==> config.mk <==
export PLATFORM = sky130hd
export DESIGN_NAME = stream_demux_1xn
export DESIGN_NICKNAME = d
export VERILOG_FILES = /design/src/rtl/stream_demux_1xn.sv
export SDC_FILE = /design/constraint.sdc
export NUM_CORES = 1
export LEC_CHECK = 0
export CORE_UTILIZATION = 38
export CTS_CLUSTER_DIAMETER = 150
export DETAILED_ROUTE_END_ITERATION = 10
export PLACE_DENSITY = 0.8
export REMOVE_ABC_BUFFERS = 1
export SYNTH_ARGS = -nofsm -noshare
export SYNTH_HDL_FRONTEND = slang
export SYNTH_SLANG_ARGS = --single-unit
==> constraint.sdc <==
create_clock -name clk -period 1.9 [get_ports clk]
set_input_delay 0.38 -clock clk [delete_from_list [all_inputs] [get_ports clk]]
set_output_delay 0.38 -clock clk [all_outputs]
set_load 0.03 [all_outputs]
==> src/rtl/stream_demux_1xn.sv <==
// -----------------------------------------------------------------------------
// stream_demux_1xn
//
// Registered 1-to-N stream demultiplexer with a valid/ready handshake.
// Each accepted input beat is routed to one of N_CH output channels chosen
// by in_sel and is presented one cycle later from a single holding register
// {data, sel}. Beats whose select is out of range (in_sel >= N_CH) are
// consumed, not stored, and counted in a saturating drop counter.
//
// Handshake: a transfer happens on a rising edge where valid && ready are
// both high. A producer keeps valid/data/sel stable until accepted. A
// consumer on channel k sees a beat while out_valid[k]=1 and takes it on
// the edge where out_ready[k]=1. out_ready bits of channels that do not
// hold the beat are ignored.
//
// Optional feature (macro DEMUX_PKT_LOCK_EN): packet mode. The select of
// the first beat of a packet is latched and every following beat up to and
// including the one with in_last=1 goes to that channel. Without the macro
// in_last is ignored and there is no packet FSM.
//
// Ports
//   clk        rising-edge clock
//   rst        synchronous, active-high reset
//   in_valid   producer beat valid
//   in_ready   block can accept a beat this cycle (combinational)
//   in_data    beat data
//   in_sel     destination channel index
//   in_last    last beat of packet (packet mode only)
//   out_valid  one-hot (or zero) valid, bit k = channel k
//   out_ready  per-channel consumer ready
//   out_data   shared data bus, qualified by out_valid[k]
//   drop_cnt   saturating count of beats dropped for in_sel >= N_CH
//   dbg_state  {packet FSM busy, holding register full}
// -----------------------------------------------------------------------------
module stream_demux_1xn #(
  parameter int N_CH   = 8,
  parameter int SEL_W  = 3,
  parameter int DATA_W = 8,
  parameter int CNT_W  = 16
) (
  input  logic              clk,
  input  logic              rst,
  input  logic              in_valid,
  output logic              in_ready,
  input  logic [DATA_W-1:0] in_data,
  input  logic [SEL_W-1:0]  in_sel,
  input  logic              in_last,
  output logic [N_CH-1:0]   out_valid,
  input  logic [N_CH-1:0]   out_ready,
  output logic [DATA_W-1:0] out_data,
  output logic [CNT_W-1:0]  drop_cnt,
  output logic [1:0]        dbg_state
);

  // Holding register and drop counter
  logic              full_q, full_d;
  logic [SEL_W-1:0]  sel_q, sel_d;
  logic [DATA_W-1:0] data_q, data_d;
  logic [CNT_W-1:0]  cnt_q, cnt_d;

  logic              drain_ok;
  logic              accept;
  logic [SEL_W-1:0]  eff_sel;
  logic              sel_ok;
  logic              pkt_busy;

  // Decode the held select into a one-hot valid. Only registers feed this.
  always_comb begin
    out_valid = '0;
    for (int k = 0; k < N_CH; k++) begin
      out_valid[k] = full_q && (sel_q == SEL_W'(k));
    end
  end

  // Drain happens when the channel holding the beat is ready; masking with
  // out_valid makes every other channel's ready irrelevant.
  assign drain_ok = |(out_valid & out_ready);
  assign in_ready = !rst && (!full_q || drain_ok);
  assign accept   = in_valid && in_ready;

`ifdef DEMUX_PKT_LOCK_EN
  typedef enum logic {
    PKT_IDLE = 1'b0,
    PKT_BUSY = 1'b1
  } pkt_state_e;

  pkt_state_e       pkt_q;
  logic [SEL_W-1:0] lock_sel_q;

  // Packet lock FSM: the first accepted beat of a packet latches its select,
  // later beats of the same packet reuse it.
  always_ff @(posedge clk) begin
    if (rst) begin
      pkt_q      <= PKT_IDLE;
      lock_sel_q <= '0;
    end else if (accept) begin
      case (pkt_q)
        PKT_IDLE: begin
          lock_sel_q <= in_sel;
          if (!in_last) pkt_q <= PKT_BUSY;
        end
        PKT_BUSY: begin
          if (in_last) pkt_q <= PKT_IDLE;
        end
        default: pkt_q <= PKT_IDLE;
      endcase
    end
  end

  assign eff_sel  = (pkt_q == PKT_BUSY) ? lock_sel_q : in_sel;
  assign pkt_busy = (pkt_q == PKT_BUSY);
`else
  logic unused_in_last;
  assign unused_in_last = in_last;
  assign eff_sel        = in_sel;
  assign pkt_busy       = 1'b0;
`endif

  assign sel_ok = int'(eff_sel) < N_CH;

  // Next-state of the holding register. A valid accept always loads, since
  // accept while full implies the old beat drains in the same edge. An
  // invalid accept leaves the register to the drain rule alone.
  always_comb begin
    full_d = full_q;
    sel_d  = sel_q;
    data_d = data_q;
    cnt_d  = cnt_q;
    if (accept && sel_ok) begin
      full_d = 1'b1;
      sel_d  = eff_sel;
      data_d = in_data;
    end else if (drain_ok) begin
      full_d = 1'b0;
    end
    if (accept && !sel_ok && (cnt_q != {CNT_W{1'b1}})) begin
      cnt_d = cnt_q + CNT_W'(1);
    end
  end

  always_ff @(posedge clk) begin
    if (rst) begin
      full_q <= 1'b0;
      sel_q  <= '0;
      data_q <= '0;
      cnt_q  <= '0;
    end else begin
      full_q <= full_d;
      sel_q  <= sel_d;
      data_q <= data_d;
      cnt_q  <= cnt_d;
    end
  end

  assign out_data  = data_q;
  assign drop_cnt  = cnt_q;
  assign dbg_state = {pkt_busy, full_q};

endmodule

---- Yosys cells after proc, flatten, opt, wreduce, memory -nomap -nowiden ----
Index checks and enable logic that the tools add are counted.
word-level totals
  flip-flop bits (word level) ............. 12
  output and inout bits ................... 35
  logic and storage cells ................. 29
cells by class
  equal/unequal tests ..................... 7
  multiplexer cells ....................... 2
  bitwise logic cells ..................... 1
  reduce and logical (&&, ||, !) cells .... 16
operator list
  operator            count
  $eq 3x3->1 const B  4
  $logic_and 1x1->1   10
  $and 8x8->8         1
  $reduce_or 8->1     1
  $eq 3x2->1 const B  2
  $eq 3x1->1 const B  1
  $logic_not 3->1     1
  $logic_not 1->1     2
  $mux 1              2
  $reduce_bool 2->1   1
  $logic_or 1x1->1    1

---- Longest topological paths before layout ----
Gate-level depths: netlist (run 1).
  word-level depth ........................ 8
  mapped depth ............................ 6

---- Least setup slack after synthesis (run 1) ----
OpenSTA, ideal clock, no wires.
  path type ............................... reg2reg
  start ................................... register sel_q[0]
  end ..................................... register sel_q[0]
  setup time .............................. 0.117 ns
  arrival ................................. 1.575 ns
  required time ........................... 1.783 ns
  slack ................................... 0.207 ns
  stages on the path, launching flop included .. 6
  buffers on the path ..................... 1
  cell sequence ........................... dfxtp_1 > buf_6 > mux4_2 > mux2i_4 > a21oi_2 > a32o_1
between the ends
  longest elaborated chain between the ends .. 7
  elaborated cells between the ends (all ways) .. 21
  classes of those cells .................. 7 x eq/ne; 1 x bitwise; 13 x reduce/logical
RTL lines
  what                                      RTL line  source
  from (decl)                               57        logic [SEL_W-1:0] sel_q, sel_d;
  from (signal assigned)                    149       sel_q <= sel_d;
  $eq 3x1->1, or another cell as far along  71        out_valid[k] = full_q && (sel_q == SEL_W'(k));
  $logic_and 1x1->1                         71
  $and 8x8->8 (*)                           77        assign drain_ok = |(out_valid & out_ready);
  $reduce_or 8->1 (*)                       77
  $logic_or 1x1->1 (*)                      78        assign in_ready = !rst && (!full_q || drain_ok);
  $logic_and 1x1->1 (*)                     78
  via in_ready                              44        output logic in_ready,
  $logic_and 1x1->1 (*)                     79        assign accept = in_valid && in_ready;
The timed path passes the listed nets; every way through them passes the cells marked *.
A chain may end at the register's enable or synchronous reset.

---- Worst setup path after layout (run 1) ----
  start ................................... register sel_q[0]
  end ..................................... output in_ready
between the ends
  longest elaborated chain between the ends .. 6
  elaborated cells between the ends (all ways) .. 20
  classes of those cells .................. 7 x eq/ne; 1 x bitwise; 12 x reduce/logical
RTL lines
  what                                      RTL line
  $eq 3x1->1, or another cell as far along  71
  $logic_and 1x1->1                         71
  $and 8x8->8 (*)                           77
  $reduce_or 8->1 (*)                       77
  $logic_or 1x1->1 (*)                      78
  $logic_and 1x1->1 (*)                     78
  to (decl)                                 44
Every way passes the cells marked *; elsewhere a longest branch is shown, timed or not.

==> results of run 1 <==
-- worst min path at each step --
stage,startpoint,slack (ns),cells after the start,end
final,out_data[5],0.54,2,out_data[5]
after floorplan,rst,0.45,1,full_q
after detailed placement,out_data[5],0.52,2,out_data[5]
after CTS,out_data[5],0.53,2,out_data[5]
after global routing,out_data[1],0.56,2,out_data[1]
after global placement,out_data[6],0.51,2,out_data[6]
-- synth_stat cells (all sizes together) --
cell and instances:
mux4 3, nor3 2, clkbuf 7, nand2b 3, a21oi 2, nor2 8
mux2i 1, buf 23, dfxtp 12, nand2 3, nand3b 10, nor3b 10
nand4b 9, o21ai 1, conb 1, a31oi 10, o211ai 10, nor2b 2
inv 1, a32o 1
-- placed cells by master (no fill, tap or decap), drive strengths merged, types with 3 or more instances in the layout --
| cell type | synthesis | layout |
|---|---|---|
| a31oi | 10 | 10 |
| buf | 23 | 19 |
| clkbuf | 7 | 3 |
| clkdlybuf4s50 | 0 | 22 |
| conb | 1 | 17 |
| dfxtp | 12 | 12 |
| dlygate4sd2 | 0 | 8 |
| mux4 | 3 | 3 |
| nand2 | 3 | 3 |
| nand2b | 3 | 3 |
| nand3b | 10 | 10 |
| nand4b | 9 | 9 |
| nor2 | 8 | 8 |
| nor3b | 10 | 10 |
| o211ai | 10 | 10 |
-- timing repair --
action	4_1_cts	5_1_grt
pin swaps	1	0
setup buffers	2	1
resized for setup	18	2
endpoints found under the hold margin	0	0
endpoints found under the setup margin	3	6
-- worst max-delay path, cell delays in order, from the launching register on --
cell,delay [ns]
dfxtp_4,0.37
mux4_2,0.54
mux2i_4,0.18
a21oi_2,0.09
buf_6,0.14
-- state kept, by name, indices dropped and copies added (netlist names) --
register	cells
full_q	1
sel_q	3
out_data	8
-- power groups by stage --
stage	clock (mW)	sequential (mW)	combinational [mW]
floorplan	0	0.362	0.176
global placement	0	0.315	0.384
detailed placement	0	0.317	0.395
CTS	0.158	0.311	0.400
global route	0.169	0.317	0.431
finish	0.154	0.312	0.405
-- area by class of cell --
type,instances,share of cell area
Clock buffer,3,0.0163
Inverter,1,0.00271
Multi-Input combinational cell,92,0.462
Sequential cell,12,0.177
Tap cell,30,0.0271
Timing Repair Buffer,49,0.315
-- logic make-up after synthesis --
kind of cell    after synthesis  synth area share
simple gates                 47             0.307
other cells                   1           0.00369
flops                        12             0.236
compound gates               24             0.164
mux                           4            0.0887
buf+inv                      31             0.201
-- per-layer routing --
metal,track usage,wire (µm)
met1,0.225,1090
met2,0.342,1330
met3,0.0395,241
met4,0.105,53
met5,0,0
==> impl_metrics.py, run 1 <==
metrics = {
    "critical_path": {
        "reg2regPathDepth": 6,
        "required_ns": 1.52,
        "reg2reg_slack_ns": 0.11,
        "crit_path_start_kind": "flip-flop",
        "endpoint": "in_ready",
        "crit_fanout": 4,
        "timing.rr.end": "sel_q[1]",
        "end_kind": "primary output",
        "path_class": "flip-flop to primary output",
        "cp.arrival_ns": 1.59,
        "cp-startpoint": "sel_q[0]",
        "r2r_start": "sel_q[0]",
    },
    "timing": {
        "tns_ns": -0.0736,
        "skew_ns": 0.00272,
        "drv_slew": 0,
        "setup_viol": 1,
        "hold_slack_ns": 0.535,
        "fmax_mhz": 507,
        "post-route-min-period_ns": 1.97,
        "fin_ws_ns": -0.0736,
        "fin_crit_sh": 1.04,
        "hold_violations": 0,
        "grt_setup_unrepaired": "yes",
    },
    "placement": {
        "dp_cells": 182,
        "portBuffers": 39,
        "place_congestion": 0.706,
        "place_ws_ns": -0.666,
        "dpl_cell_area_um2": 1340,
        "dp_hpwl_um": 1820,
    },
    "power": {
        "vdd_drop_max_uv": 293,
        "power_uw": 871,
        "p_leak_nw": 0.513,
        "seqPwrFrac": 0.358,
        "clockPowerShare": 0.177,
        "p_int_uw": 529,
        "power_density_nw_per_um2": 629,
        "p_sw_uw": 342,
        "p_sw_frac": 0.392,
        "power_frac_comb": 0.465,
    },
    "grt": {
        "grt_pass1_vias": 938,
        "antenna_found_initial": 0,
        "grt_pass1_wl_um": 4100,
        "grt.overflow.total": 0,
        "grt_max_degree": 34,
        "grt.total_usage": 0.198,
    },
    "yosys": {
        "syn_area_per_cell_um2": 8.54,
        "ys_types": 24,
        "syn_inst": 119,
        "yosysSeqAreaShare": 0.236,
        "syn-cell-area_um2": 1020,
        "synth_area_leaders": "dfxtp_1, buf_4, nand4b_1",
        "synth-seq-cells": 12,
        "synth_top_area_frac": 0.236,
        "yosys_warnings": 0,
        "synth_top_cell_by_area": "dfxtp_1",
    },
    "die": {
        "num_rows": 18,
        "io_pins": 58,
        "fp.dieArea_um2": 2880,
        "start_util": 0.406,
        "coreArea_um2": 2500,
        "fp.dieW_um": 53.7,
        "die_h_um": 53.7,
    },
    "detailed_routing": {
        "antenna_left": 0,
        "dr.pass1.iters": 4,
        "via_count": 1041,
        "remaining_drc_errors": 0,
        "routed_wl_um": 2720,
        "routedWlPerCell_um": 14.6,
        "drt_iter0_markers": 11,
        "via_per_inst": 5.57,
    },
    "clocking": {
        "numCtsBuffers": 3,
        "clkSlewWorstSetupHoldPaths_ns": 0.07,
        "cts_tree": "built",
        "ctsHoldBuffers": 0,
        "clockBufferDepth": 2,
        "cts_htree_levels": 1,
        "clockRootBuffer": "clkbuf_4",
        "clock_sinks": 12,
        "insertion_delay_ns": 0.26,
    },
    "status": {
        "violations": "negative setup slack",
        "status": "finished with violations",
    },
    "layout": {
        "final_area_um2": 1390,
        "drive_above_1_share": 0.197,
        "nFillCells": 232,
        "fin_cells": 187,
        "area_growth_pct": 36.3,
        "post-route-util": 0.554,
        "multiInputGateArea_um2": 639,
        "diodes": 0,
        "regArea_um2": 245,
        "fin_nets": 182,
    },
    "min_path": {
        "hold_class": "flip-flop to flip-flop",
    },
    "flow_run": {
        "cap_violations": 0,
    },
}
Power figures use the tool's default switching activity.
==> run 2: changes to the inputs <==
CORE_UTILIZATION = 34   (was 38)
GPL_ROUTABILITY_DRIVEN = 0   (was default)
PLACE_DENSITY = 0.76   (was 0.8)
clock period = 1.6 ns   (was 1.9 ns; I/O delays follow)
==> run 2 against run 1 <==
  * Critical path depth is the same
  * Flip-flop and latch count is the same
  * Critical endpoint unchanged
  * Hold slack better by 0.0082 ns
  * Routed wire length up 0.88%
  * Via count decreased by 3.2%
  * Largest cell class unchanged
  * Sequential share of layout area shrank 0.17 points
  * The run ends with design-rule violations, negative setup slack left
  * Setup slack got worse by 0.22 ns
  * Non-clock buffer count rose by 2
  * Clock skew is 0.0015 ns lower
  * Cell area grew 2.0%
==> impl_metrics.py, run 2 (same netlist as run 1, synthesis figures left out) <==
metrics = {
    "clocking": {
        "clockBufferDepth": 2,
        "insertion_delay_ns": 0.27,
        "cts_htree_levels": 1,
        "clock_sinks": 12,
        "clockRootBuffer": "clkbuf_4",
        "numCtsBuffers": 3,
        "cts_tree": "built",
        "ctsHoldBuffers": 0,
        "clkSlewWorstSetupHoldPaths_ns": 0.08,
    },
    "detailed_routing": {
        "antenna_left": 0,
        "via_per_inst": 5.31,
        "routed_wl_um": 2750,
        "remaining_drc_errors": 14,
        "via_count": 1008,
        "dr.pass1.iters": 7,
        "drt_iter0_markers": 77,
        "routedWlPerCell_um": 14.5,
    },
    "power": {
        "seqPwrFrac": 0.352,
        "p_int_uw": 620,
        "clockPowerShare": 0.184,
        "p_leak_nw": 0.559,
        "power_density_nw_per_um2": 732,
        "power_frac_comb": 0.464,
        "vdd_drop_max_uv": 218,
        "p_sw_frac": 0.400,
        "p_sw_uw": 414,
    },
    "min_path": {
        "min_from": "out_data[4]",
        "hold_class": "flip-flop to flip-flop",
        "holdPathEnd": "out_data[4]",
        "holdPathStages": 2,
    },
    "timing": {
        "post-route-min-period_ns": 1.89,
        "skew_ns": 0.00122,
        "fmax_mhz": 528,
        "fin_ws_ns": -0.293,
        "setup_viol": 12,
        "drv_slew": 0,
        "hold_violations": 0,
        "fin_crit_sh": 1.18,
        "grt_setup_unrepaired": "yes",
    },
    "die": {
        "die_h_um": 56.7,
        "fp.dieW_um": 56.7,
        "fp.dieArea_um2": 3210,
        "io_pins": 58,
        "coreArea_um2": 2810,
        "start_util": 0.362,
        "num_rows": 19,
    },
    "grt": {
        "grt.overflow.total": 0,
        "antenna_found_initial": 0,
        "grt_max_degree": 33,
        "grt_pass1_wl_um": 4270,
        "grt_pass1_vias": 943,
        "grt.total_usage": 0.172,
    },
    "critical_path": {
        "end_kind": "primary output",
        "cpMaxStageDelayCell": "mux4_2",
        "cp_top_family": "multiplexers",
        "crit_path_start_kind": "flip-flop",
        "worstPathBufferInverterCount": 1,
        "path_class": "flip-flop to primary output",
        "required_ns": 1.28,
        "r2r_start": "sel_q[0]",
        "timing.rr.end": "out_data[2]",
        "crit_fanout": 3,
        "cp.arrival_ns": 1.57,
        "reg2reg_slack_ns": -0.06,
        "cpPeakStageDelay_ns": 0.53,
        "reg2regPathDepth": 5,
        "worstPathCellList": "mux4_2 > mux2i_4 > a21oi_2 > buf_6",
    },
    "layout": {
        "fin_nets": 184,
        "largest_reg_flops": 8,
        "diodes": 0,
        "layout_common_cells": "buf_4, conb_1, dlygate4sd2_1",
        "layout_commonest_cell": "buf_4",
        "area_growth_pct": 39.0,
        "drive_above_1_share": 0.245,
        "fin_cells": 190,
    },
    "placement": {
        "place_ws_ns": -0.828,
        "dp_cells": 183,
        "dp_hpwl_um": 1860,
        "portBuffers": 39,
    },
    "status": {
        "violations": "design-rule violations, negative setup slack",
        "status": "finished with violations",
    },
    "flow_run": {
        "cap_violations": 0,
    },
}
-- run 2: cell types whose count changed in the layout (fill, tap and decap cells not counted), sizes merged --
cell	previous run	this run
dlygate4sd2	8	16
clkdlybuf4s50	22	13
buf	19	22
-- run 2: metal layers --
metal	track usage	vias up	wire length, µm
met5	0	-	0
met4	0.0643	0	13
met3	0.0253	2	175
met2	0.272	42	1320
met1	0.237	472	1240
li1	-	492	-
-- run 2: worst max path at each step --
stage	from	to	slack (ns)	depth (start not counted)
final	sel_q[0]	in_ready	-0.29	4
after global routing	sel_q[0]	in_ready	-0.35	4
after CTS	sel_q[0]	in_ready	-0.30	4
after detailed placement	out_ready[7]	in_ready	-0.83	5
after global placement	out_ready[3]	in_ready	-0.79	5
after floorplan	sel_q[0]	sel_q[0]	-0.46	4
-- run 2: timing repair --
action / CTS / global route
resized for setup: 27 / 7
setup buffers: 1 / 4
endpoints found under the setup margin: 22 / 21
pin swaps: 2 / 4
-- run 2: per-stage QoR --
| stage | hold slack (ns) | cell area (µm²) | util | power (mW) | setup TNS [ns] |
|---|---|---|---|---|---|
| after floorplan | 0.392 | 876 | - | 0.638 | -3.10 |
| after global placement | 0.511 | 1340 | 0.479 | 0.830 | -4.69 |
| after detailed placement | 0.530 | 1340 | 0.479 | 0.843 | -5.52 |
| after CTS | 0.544 | 1360 | 0.486 | 1.02 | -0.777 |
| after global routing | 0.566 | 1410 | 0.504 | 1.09 | -1.74 |
| final | 0.543 | 1410 | 0.504 | 1.03 | -0.807 |
-- run 2: area by class of cell --
| cell class | count | area (µm²) |
|---|---|---|
| Fill cell | 274 | 1390 |
| Multi-Input combinational cell | 92 | 657 |
| Timing Repair Buffer | 51 | 443 |
| Sequential cell | 12 | 248 |
| Tap cell | 31 | 38.8 |
| Clock buffer | 3 | 22.5 |
| Inverter | 1 | 3.75 |
-- run 2: power groups by stage --
stage	sequential [mW]	combinational [mW]	clock, mW
after floorplan	0.430	0.208	0
after global placement	0.367	0.463	0
after detailed placement	0.371	0.473	0
after CTS	0.363	0.456	0.199
after global routing	0.369	0.508	0.211
final	0.364	0.479	0.190
-- run 2: worst reg2reg max path, cell delays in order (launching register included) --
cell      delay (ns)
dfxtp_4         0.37
mux4_2          0.53
mux2i_4         0.17
buf_4           0.27
nand4b_1        0.14
o211ai_1        0.10
==> run 3: changes to the inputs <==
CTS_CLUSTER_SIZE = 10   (was default)
==> results of run 3 <==
Same layout as run 2: the final DEF is identical, and so are final timing and power.
